### src/rtl/fpga_pll_reconfig.sv
`timescale 1ns/1ps
// Reconfiguration sequencer for the HDMI rPLL. It loads the divider codes for a
// mode, pulses the PLL reset, waits for a stable lock and retries on a timeout.
module fpga_pll_reconfig #(
  parameter int INIT_MODE   = 0,
  parameter int SETUP_CYC   = 4,
  parameter int RST_CYC     = 27,
  parameter int LOCK_TO_CYC = 270000,
  parameter int SETTLE_CYC  = 2700,
  parameter int MAX_RETRY   = 3
) (
  input  logic       clk_ext,
  input  logic       arst_n,
  input  logic       req_valid,
  input  logic       req_mode,
  output logic       req_ready,
  input  logic       pll_lock,
  output logic       pll_reset,
  output logic [5:0] idsel,
  output logic [5:0] fbdsel,
  output logic [5:0] odsel,
  output logic       cur_mode,
  output logic       video_en,
  output logic       done,
  output logic       fail
);

  localparam int MAX_A   = (SETUP_CYC > RST_CYC) ? SETUP_CYC : RST_CYC;
  localparam int MAX_B   = (LOCK_TO_CYC > SETTLE_CYC) ? LOCK_TO_CYC : SETTLE_CYC;
  localparam int MAX_CYC = (MAX_A > MAX_B) ? MAX_A : MAX_B;
  localparam int CNT_W   = $clog2(MAX_CYC + 1);
  localparam int RTR_W   = (MAX_RETRY > 0) ? $clog2(MAX_RETRY + 1) : 1;
  localparam logic INIT_M = 1'(INIT_MODE);

  typedef enum logic [2:0] {IDLE, APPLY, RST, WAIT_LOCK, SETTLE} state_t;

  // rPLL divider ports take the bit-inverted divide value
  function automatic logic [17:0] div_codes(input logic m);
    return m ? 18'b111101_110010_111110 : 18'b111110_101000_111111;
  endfunction

  state_t           state, state_n;
  logic [CNT_W-1:0] cnt, cnt_n;
  logic [RTR_W-1:0] retry, retry_n;
  logic             lock_meta, lock_s, good;
  logic             accept, succeed, give_up, timeout;

  always_comb begin
    state_n = state;
    cnt_n   = (cnt != '0) ? cnt - CNT_W'(1) : cnt;
    retry_n = retry;
    accept  = 1'b0;
    succeed = 1'b0;
    give_up = 1'b0;
    timeout = 1'b0;
    unique case (state)
      IDLE: if (req_valid) begin
        accept  = 1'b1;
        retry_n = '0;
        state_n = APPLY;
        cnt_n   = CNT_W'(SETUP_CYC);
      end
      APPLY: if (cnt == '0) begin
        state_n = RST;
        cnt_n   = CNT_W'(RST_CYC - 1);
      end
      RST: if (cnt == '0) begin
        state_n = WAIT_LOCK;
        cnt_n   = CNT_W'(LOCK_TO_CYC);
      end
      WAIT_LOCK: if (lock_s) begin
        state_n = SETTLE;
        cnt_n   = CNT_W'(SETTLE_CYC);
      end else if (cnt == '0) begin
        timeout = 1'b1;
      end
      SETTLE: if (!lock_s) begin
        timeout = 1'b1;
      end else if (cnt == '0) begin
        succeed = 1'b1;
        state_n = IDLE;
        cnt_n   = '0;
      end
      default: state_n = IDLE;
    endcase
    // a lock drop during settling is treated exactly like a lock timeout
    if (timeout) begin
      if (retry < RTR_W'(MAX_RETRY)) begin
        retry_n = retry + RTR_W'(1);
        state_n = APPLY;
        cnt_n   = CNT_W'(SETUP_CYC);
      end else begin
        give_up = 1'b1;
        state_n = IDLE;
        cnt_n   = '0;
      end
    end
  end

  always_ff @(posedge clk_ext or negedge arst_n) begin
    if (!arst_n) begin
      state     <= WAIT_LOCK;
      cnt       <= CNT_W'(LOCK_TO_CYC);
      retry     <= '0;
      lock_meta <= 1'b0;
      lock_s    <= 1'b0;
    end else begin
      state     <= state_n;
      cnt       <= cnt_n;
      retry     <= retry_n;
      lock_meta <= pll_lock;
      lock_s    <= lock_meta;
    end
  end

  always_ff @(posedge clk_ext or negedge arst_n) begin
    if (!arst_n) begin
      cur_mode              <= INIT_M;
      {idsel, fbdsel, odsel} <= div_codes(INIT_M);
      pll_reset             <= 1'b0;
      req_ready             <= 1'b0;
      video_en              <= 1'b0;
      done                  <= 1'b0;
      fail                  <= 1'b0;
      good                  <= 1'b0;
    end else begin
      pll_reset <= (state_n == RST);
      req_ready <= (state_n == IDLE);
      done      <= succeed;
      // held low on the accept cycle so the new sequence never sees it high
      video_en  <= good & lock_s & (state == IDLE) & (state_n == IDLE);
      if (accept) begin
        cur_mode               <= req_mode;
        {idsel, fbdsel, odsel} <= div_codes(req_mode);
        fail                   <= 1'b0;
        good                   <= 1'b0;
      end
      if (give_up) begin
        fail <= 1'b1;
        good <= 1'b0;
      end
      if (succeed) good <= 1'b1;
    end
  end

endmodule

### config.mk
export PLATFORM = sky130hd
export DESIGN_NAME = fpga_pll_reconfig
export DESIGN_NICKNAME = d
export VERILOG_FILES = /design/src/rtl/fpga_pll_reconfig.sv
export SDC_FILE = /design/constraint.sdc
export NUM_CORES = 1
export LEC_CHECK = 0
export CAP_MARGIN = 30
export CORE_MARGIN = 1.5
export CORE_UTILIZATION = 61
export DETAILED_ROUTE_END_ITERATION = 12
export DONT_BUFFER_PORTS = 1
export PLACE_DENSITY = 0.86
export SLEW_MARGIN = 40
export SYNTH_ARGS = -nofsm -noshare
export SYNTH_HDL_FRONTEND = slang
export SYNTH_SLANG_ARGS = --single-unit
### constraint.sdc
create_clock -name clk_ext -period 5.58 [get_ports clk_ext]
set_input_delay 0.279 -clock clk_ext [delete_from_list [all_inputs] [get_ports clk_ext]]
set_output_delay 0.279 -clock clk_ext [all_outputs]
set_load 0.03 [all_outputs]
==> out/results.tsv, run 1 <==
stage	metric	value	unit
worst_setup_path	crit-path cells	inv_1 -> ha_1 -> nor4b_2 -> and4_4 -> and2_4 -> inv_4 -> or4_4 -> a31oi_1 -> a21boi_1	
finish	Nets	252	
worst_setup_path	crit-path leading delay family	simple AND/OR/NAND/NOR gates	
floorplanning	Die ar.	3960	sq um
clocking	Clock Latency Late Sink	340	ps
placement	IO buf count	0	
timing	RSZ-0062 raised after global routing	no	
detailed_routing	DRT Pass-1 Iters	5	
logic_synthesis	Synth Warn #	0	
worst_setup_path	Req. time, crit path	5850	ps
status	outcome	finished clean	
floorplanning	core region area	3390	sq um
logic_synthesis	Syn Inst Count	250	
floorplanning	Die H	62.9	um
timing	Final Hold Fails	0	
logic_synthesis	top-area cell type share of the netlist area	26.3	%
logic_synthesis	most common flop cell mapped by yosys	dfrtp_1	
detailed_routing	DRC marker count from the first detailed-route iteration	185	
logic_synthesis	leading area contributor after synthesis	dfrtp_1	
timing	crit share post-route	49.1	%
floorplanning	num rows	21	
timing	Fin Setup TNS	0	ps
floorplanning	Die X	62.9	um
timing	Final Skew	5.37	ps
floorplanning	I/O Pins	29	
worst_setup_path	CP max stage delay	470	ps
worst_setup_path	WP buf/inv	2	
global_routing	GRT Overall Usage	24.4	%
placement	gpl congestion	0.978	
pwr	power density cells	190	nW/um^2
pwr	total power	0.420	mW
worst_setup_path	crit start category	flip-flop	
pwr	Worst VDD drop	0.131	mV
finish	diode count	0	
global_routing	first-pass GRT wire length	7620	um
logic_synthesis	synth top area cells	dfrtp_1 (26%), dfstp_2 (13%), buf_4 (5.8%)	
worst_hold_path	HP Class	primary input to flip-flop	
finish	Syn-to-layout area delta	1.14	%
clocking	cts repair resizes	0	
detailed_routing	Avg Vias per Cell	6.12	
clocking	Clock Sinks	34	
clocking	CTS H-Tree Depth	2	
worst_setup_path	crit end category	flip-flop	
global_routing	vias in the first global route	1673	
clocking	clock root cell	clkbuf_4	
detailed_routing	WL per Instance	15.8	um
timing	fmax	365	MHz
logic_synthesis	number of distinct library cells after synthesis	58	
finish	fin cells	290	
clocking	clock transition at the registers of the reported paths	100	ps
finish	share of cells above drive strength 1	12.3	%
detailed_routing	Routed WL	4580	um
detailed_routing	total number of vias	1776	
logic_synthesis	Synth Cell Area	2190	sq um
global_routing	total gr overflow	0	
clocking	CTS tree	yes	
logic_synthesis	Post-synth EDFFs	0	
clocking	clock buffer depth	2	
global_routing	largest net degree at the start of global routing	35	
logic_synthesis	Post-synth ARST share	100	%
timing	slew margin rel.	50.8	%
clocking	CTS Hold Buffers Added	4	
detailed_routing	antenna-violating nets left	0	
clocking	TritonCTS buffer count	5	
placement	placed cells	278	
global_routing	initial antenna violation count	0	
timing	min Tclk post-route	2740	ps
worst_setup_path	Max FO, Critical Path	18	
worst_setup_path	critical path class	flip-flop to flip-flop	
worst_setup_path	Worst Path Arrival	3010	ps
timing	Slew @ Worst Pin	738	ps
logic_synthesis	Mapped Avg Cell Area	8.76	sq um
floorplanning	Starting Density	64.6	%
detailed_routing	drt drc	0	
clocking	post-CTS setup buffer count	0	
logic_synthesis	register area share after synthesis	39.5	%
job	Max Cap Viol	0	
timing	Setup violations, final	0	
pwr	Lkg Pwr	0.957	nW
finish	fillers	263	
logic_synthesis	Seq cells post-synth	34	
placement	Detailed Place HPWL	3190	um
timing	max-slew violations	0	
worst_setup_path	Critical-path top delay cell	or4_4	
Yosys cell counts (all sizes together), types with 6 or more instances:
cell / n
o21ai: 12
xnor2: 11
clkbuf: 8
nor3: 12
dfrtp: 23
nor4: 6
a21oi: 14
inv: 8
nand2: 27
nor2: 26
dfstp: 11
or3: 6
buf: 20
state kept, by name, summed over array words and instances, names as in the netlist:
name / count
cnt: 19
done: 1
fail: 1
fbdsel: 1
good: 1
idsel: 1
lock_meta: 1
lock_s: 1
pll_reset: 1
req_ready: 1
retry: 2
state: 3
video_en: 1
kinds of logic (layout without fill, tap and decap cells):
family	Yosys count	count (layout)	synth area share, %
fa+ha+maj	4	4	2.29
mux	3	3	1.43
other cells	2	12	0.343
xor+xnor	15	15	6.00
compound gates	55	55	16.5
buf+inv	36	20	9.77
simple gates	101	101	24.2
flops	34	34	39.5
power by group:
part	switching, mW	internal (mW)	total (mW)	leakage [nW]
sequential	0.00788	0.248	0.256	0.419
clock	0.0819	0.0610	0.143	0.0353
combinational	0.0168	0.00374	0.0205	0.504
path summary, 6_finish.rpt:
check | startpoint | endpoint | slack, ps | cells after the start
min in group asynchronous | arst_n | cnt[3]$_DFF_PN0_ | 370 | 2
min | req_mode | idsel[0]$_DFFE_PN0P_ | 30 | 2
max | cnt[1]$_DFF_PN0_ | cnt[11]$_DFF_PN1_ | 2840 | 9
max in group asynchronous | arst_n | cnt[7]$_DFF_PN1_ | 4970 | 2
min reg2reg | lock_meta$_DFF_PN0_ | lock_s$_DFF_PN0_ | 360 | 0
max reg2reg | cnt[1]$_DFF_PN0_ | cnt[11]$_DFF_PN1_ | 2840 | 9
metrics by stage:
step,utilization [%],area (sq um),setup WS (ps),hold WS (ps)
floorplan,-,2230,3290,-16.6
CTS,65.3,2210,2890,31.9
global route,65.3,2210,2760,49.9
global placement,62.1,2100,2980,-15.6
detailed placement,62.1,2100,2940,-15.4
finish,65.3,2210,2840,34.7
layer usage:
| metal | vias to the layer above | global-route usage (%) | part of all wire (%) |
|---|---|---|---|
| li1 | 844 | - | - |
| met1 | 824 | 35.0 | 45 |
| met2 | 97 | 35.1 | 44 |
| met3 | 11 | 6.13 | 9.1 |
| met4 | 0 | 10.3 | 1.8 |
| met5 | - | 0 | 0 |
layout by cell type (no fill, tap or decap), drive strengths merged, types with 4 or more instances in the layout:
cell type	netlist	layout
nand2	27	27
nor2	26	26
dfrtp	23	23
a21oi	14	14
nor3	12	12
o21ai	12	12
conb	2	12
xnor2	11	11
dfstp	11	11
inv	8	8
clkbuf	8	7
or3	6	6
nor4	6	6
a211oi	4	4
xor2	4	4
ha	4	4
and2	4	4
area by class of cell:
cell class | count | area (sq um) | area share, %
repair buffers | 4 | 50.0 | 2.26
clock buffers | 7 | 55.1 | 2.49
multi-input cells | 190 | 1150 | 51.9
inverters | 8 | 32.5 | 1.47
well taps | 46 | 57.6 | 2.60
flip-flops and latches | 34 | 866 | 39.1
clock inverters | 1 | 5.00 | 0.226
Note: power is estimated with default switching activity, not from simulation.
==> run 2: changes to the inputs <==
--- a/config.mk
+++ b/config.mk
@@ -7,10 +7,10 @@
 export LEC_CHECK = 0
 export CAP_MARGIN = 30
 export CORE_MARGIN = 1.5
-export CORE_UTILIZATION = 61
+export CORE_UTILIZATION = 57
 export DETAILED_ROUTE_END_ITERATION = 12
 export DONT_BUFFER_PORTS = 1
-export PLACE_DENSITY = 0.86
+export PLACE_DENSITY = 0.84
 export SLEW_MARGIN = 40
 export SYNTH_ARGS = -nofsm -noshare
 export SYNTH_HDL_FRONTEND = slang
==> constraint.sdc (replaced) <==
create_clock -name clk_ext -period 2.46 [get_ports clk_ext]
set_input_delay 0.123 -clock clk_ext [delete_from_list [all_inputs] [get_ports clk_ext]]
set_output_delay 0.123 -clock clk_ext [all_outputs]
set_load 0.03 [all_outputs]
==> run 2 against run 1 <==
Clock power grew to 3.3 times the previous value. Wire length up 4.3%. Final area is 7.8% higher. Critical path type unchanged.
==> out/results.tsv, run 2 (synthesized netlist as in run 1, its figures left out) <==
stage	metric	value	unit
global_routing	vias in the first global route	1609	
timing	Final Hold Fails	0	
placement	DP Worst Slack	-42.5	ps
timing	min Tclk post-route	2350	ps
clocking	clock buffer depth	2	
finish	max reg flops	19	
timing	RSZ-0062 raised after global routing	no	
clocking	CTS H-Tree Depth	2	
placement	IO buf count	0	
worst_setup_path	Max FO, Critical Path	8	
pwr	Worst VDD drop	0.357	mV
status	outcome	finished clean	
detailed_routing	total number of vias	1785	
finish	commonest non-fill, non-tap cell in the layout	nand2_1	
worst_setup_path	crit start category	flip-flop	
pwr	register share of total power	51.8	%
timing	fmax	426	MHz
worst_hold_path	HP Class	primary input to flip-flop	
timing	Final Skew	8.60	ps
clocking	Clock Sinks	34	
finish	Nets	265	
finish	share of cells above drive strength 1	18.3	%
global_routing	total gr overflow	0	
timing	crit share post-route	95.4	%
pwr	Net Sw Frac	22.7	%
worst_hold_path	WHS Endpoint	cnt[1]$_DFF_PN0_	
floorplanning	Starting Density	59.4	%
floorplanning	Die ar.	4220	sq um
finish	Syn-to-layout area delta	9.03	%
detailed_routing	DRT Pass-1 Iters	5	
clocking	clock transition at the registers of the reported paths	70	ps
detailed_routing	DRC marker count from the first detailed-route iteration	162	
floorplanning	Die H	65.0	um
job	Max Cap Viol	0	
placement	gpl congestion	0.927	
pwr	Pint	0.856	mW
worst_setup_path	Critical R2R Launch	cnt[0]$_DFF_PN0_	
detailed_routing	antenna-violating nets left	0	
pwr	power density cells	464	nW/um^2
clocking	CTS tree	yes	
clocking	clock root cell	clkbuf_8	
pwr	combinational power share	5.1	%
floorplanning	I/O Pins	29	
finish	most flop-heavy register	cnt	
placement	Detailed Place HPWL	3360	um
pwr	total power	1.11	mW
worst_hold_path	worst hold path stage count	3	
worst_setup_path	reg2reg end	cnt[11]$_DFF_PN1_	
pwr	Switch Pwr	0.252	mW
worst_setup_path	R2R depth	9	
finish	biggest regs	cnt: 19 flops, state: 3 flops, retry: 2 flops	
floorplanning	Die X	65.0	um
clocking	Clock Latency Late Sink	290	ps
pwr	Clk pwr share	43.1	%
finish	diode count	0	
worst_hold_path	start point of the worst hold path	req_valid	
worst_setup_path	Worst Path Arrival	2570	ps
pwr	Lkg Pwr	1.05	nW
clocking	TritonCTS buffer count	5	
global_routing	first-pass GRT wire length	7820	um
timing	Setup violations, final	0	
global_routing	initial antenna violation count	0	
worst_setup_path	crit end category	flip-flop	
detailed_routing	Routed WL	4770	um
detailed_routing	WL per Instance	15.6	um
worst_setup_path	critical path class	flip-flop to flip-flop	
floorplanning	core region area	3690	sq um
worst_setup_path	Req. time, crit path	2690	ps
detailed_routing	Avg Vias per Cell	5.85	
detailed_routing	drt drc	0	
finish	commonest cells after routing, fill and taps aside	nand2_1 (27), nor2_1 (26), dfrtp_1 (23)	
global_routing	largest net degree at the start of global routing	35	
worst_setup_path	FF-to-FF setup slack	110	ps
global_routing	GRT Overall Usage	24.5	%
timing	max-slew violations	0	
timing	worst setup margin	113	ps
floorplanning	num rows	22	
timing	hold_ws	115	ps
## run 2: how the worst max path moves through the flow
| stage | from | to | slack, ps |
|---|---|---|---|
| after floorplan | cnt[0]$_DFF_PN0_ | cnt[9]$_DFF_PN1_ | 170 |
| after global placement | cnt[0]$_DFF_PN0_ | pll_reset$_DFF_PN0_ | 70 |
| after detailed placement | cnt[0]$_DFF_PN0_ | req_ready$_DFF_PN0_ | -40 |
| after CTS | cnt[0]$_DFF_PN0_ | cnt[11]$_DFF_PN1_ | 10 |
| after global routing | cnt[0]$_DFF_PN0_ | cnt[11]$_DFF_PN1_ | 20 |
| final | cnt[0]$_DFF_PN0_ | cnt[11]$_DFF_PN1_ | 110 |
## run 2: per-stage QoR
stage                     instance area (sq um)  std cells  util, %  setup TNS, ps
final                                      2390        305     64.7              0
after global routing                       2390        305     64.7              0
after CTS                                  2360        303     64.1              0
after detailed placement                   2190        291     59.3          -91.0
after global placement                     2190        291     59.3              0
after floorplan                            2230        260        -              0
## run 2: final cells by class
class / count / area [sq um]
clock buffers: 8 / 110
fillers: 308 / 1300
inverters: 8 / 32.5
multi-input cells: 190 / 1170
flip-flops and latches: 34 / 865
well taps: 48 / 60.1
repair buffers: 17 / 148
## run 2: critical path: stages, from the launching register on
cell and delay [ps]:
dfrtp_1 420, inv_2 90, ha_1 160, nor4b_4 270, and4_4 290, and2_4 170, inv_4 50, or4_4 460
a31oi_1 190, a21boi_2 180
## run 2: power groups by stage
stage	Sequential, mW	Combinational, mW	Clock, mW
2_1_floorplan	0.580	0.0594	0
3_3_place_gp	0.583	0.0381	0
3_5_place_dp	0.584	0.0381	0
4_1_cts	0.574	0.0570	0.490
5_1_grt	0.574	0.0617	0.513
6_report	0.574	0.0566	0.477
## run 2: timing repair
action / 4_1_cts / 5_1_grt
hold buffers: 4 / 0
gates resized for setup: 2 / 3
hold endpoints to repair: 37 / 0
pin swaps: 0 / 1
endpoints found under the setup margin: 7 / 11
buffers inserted: 0 / 2
## run 2: layer usage
metal,routed length (um),vias to the layer above,track usage [%]
li1,-,869,-
met1,2090,841,33.9
met2,2320,69,38.8
met3,304,6,5.03
met4,56,0,7.18
met5,0,-,0
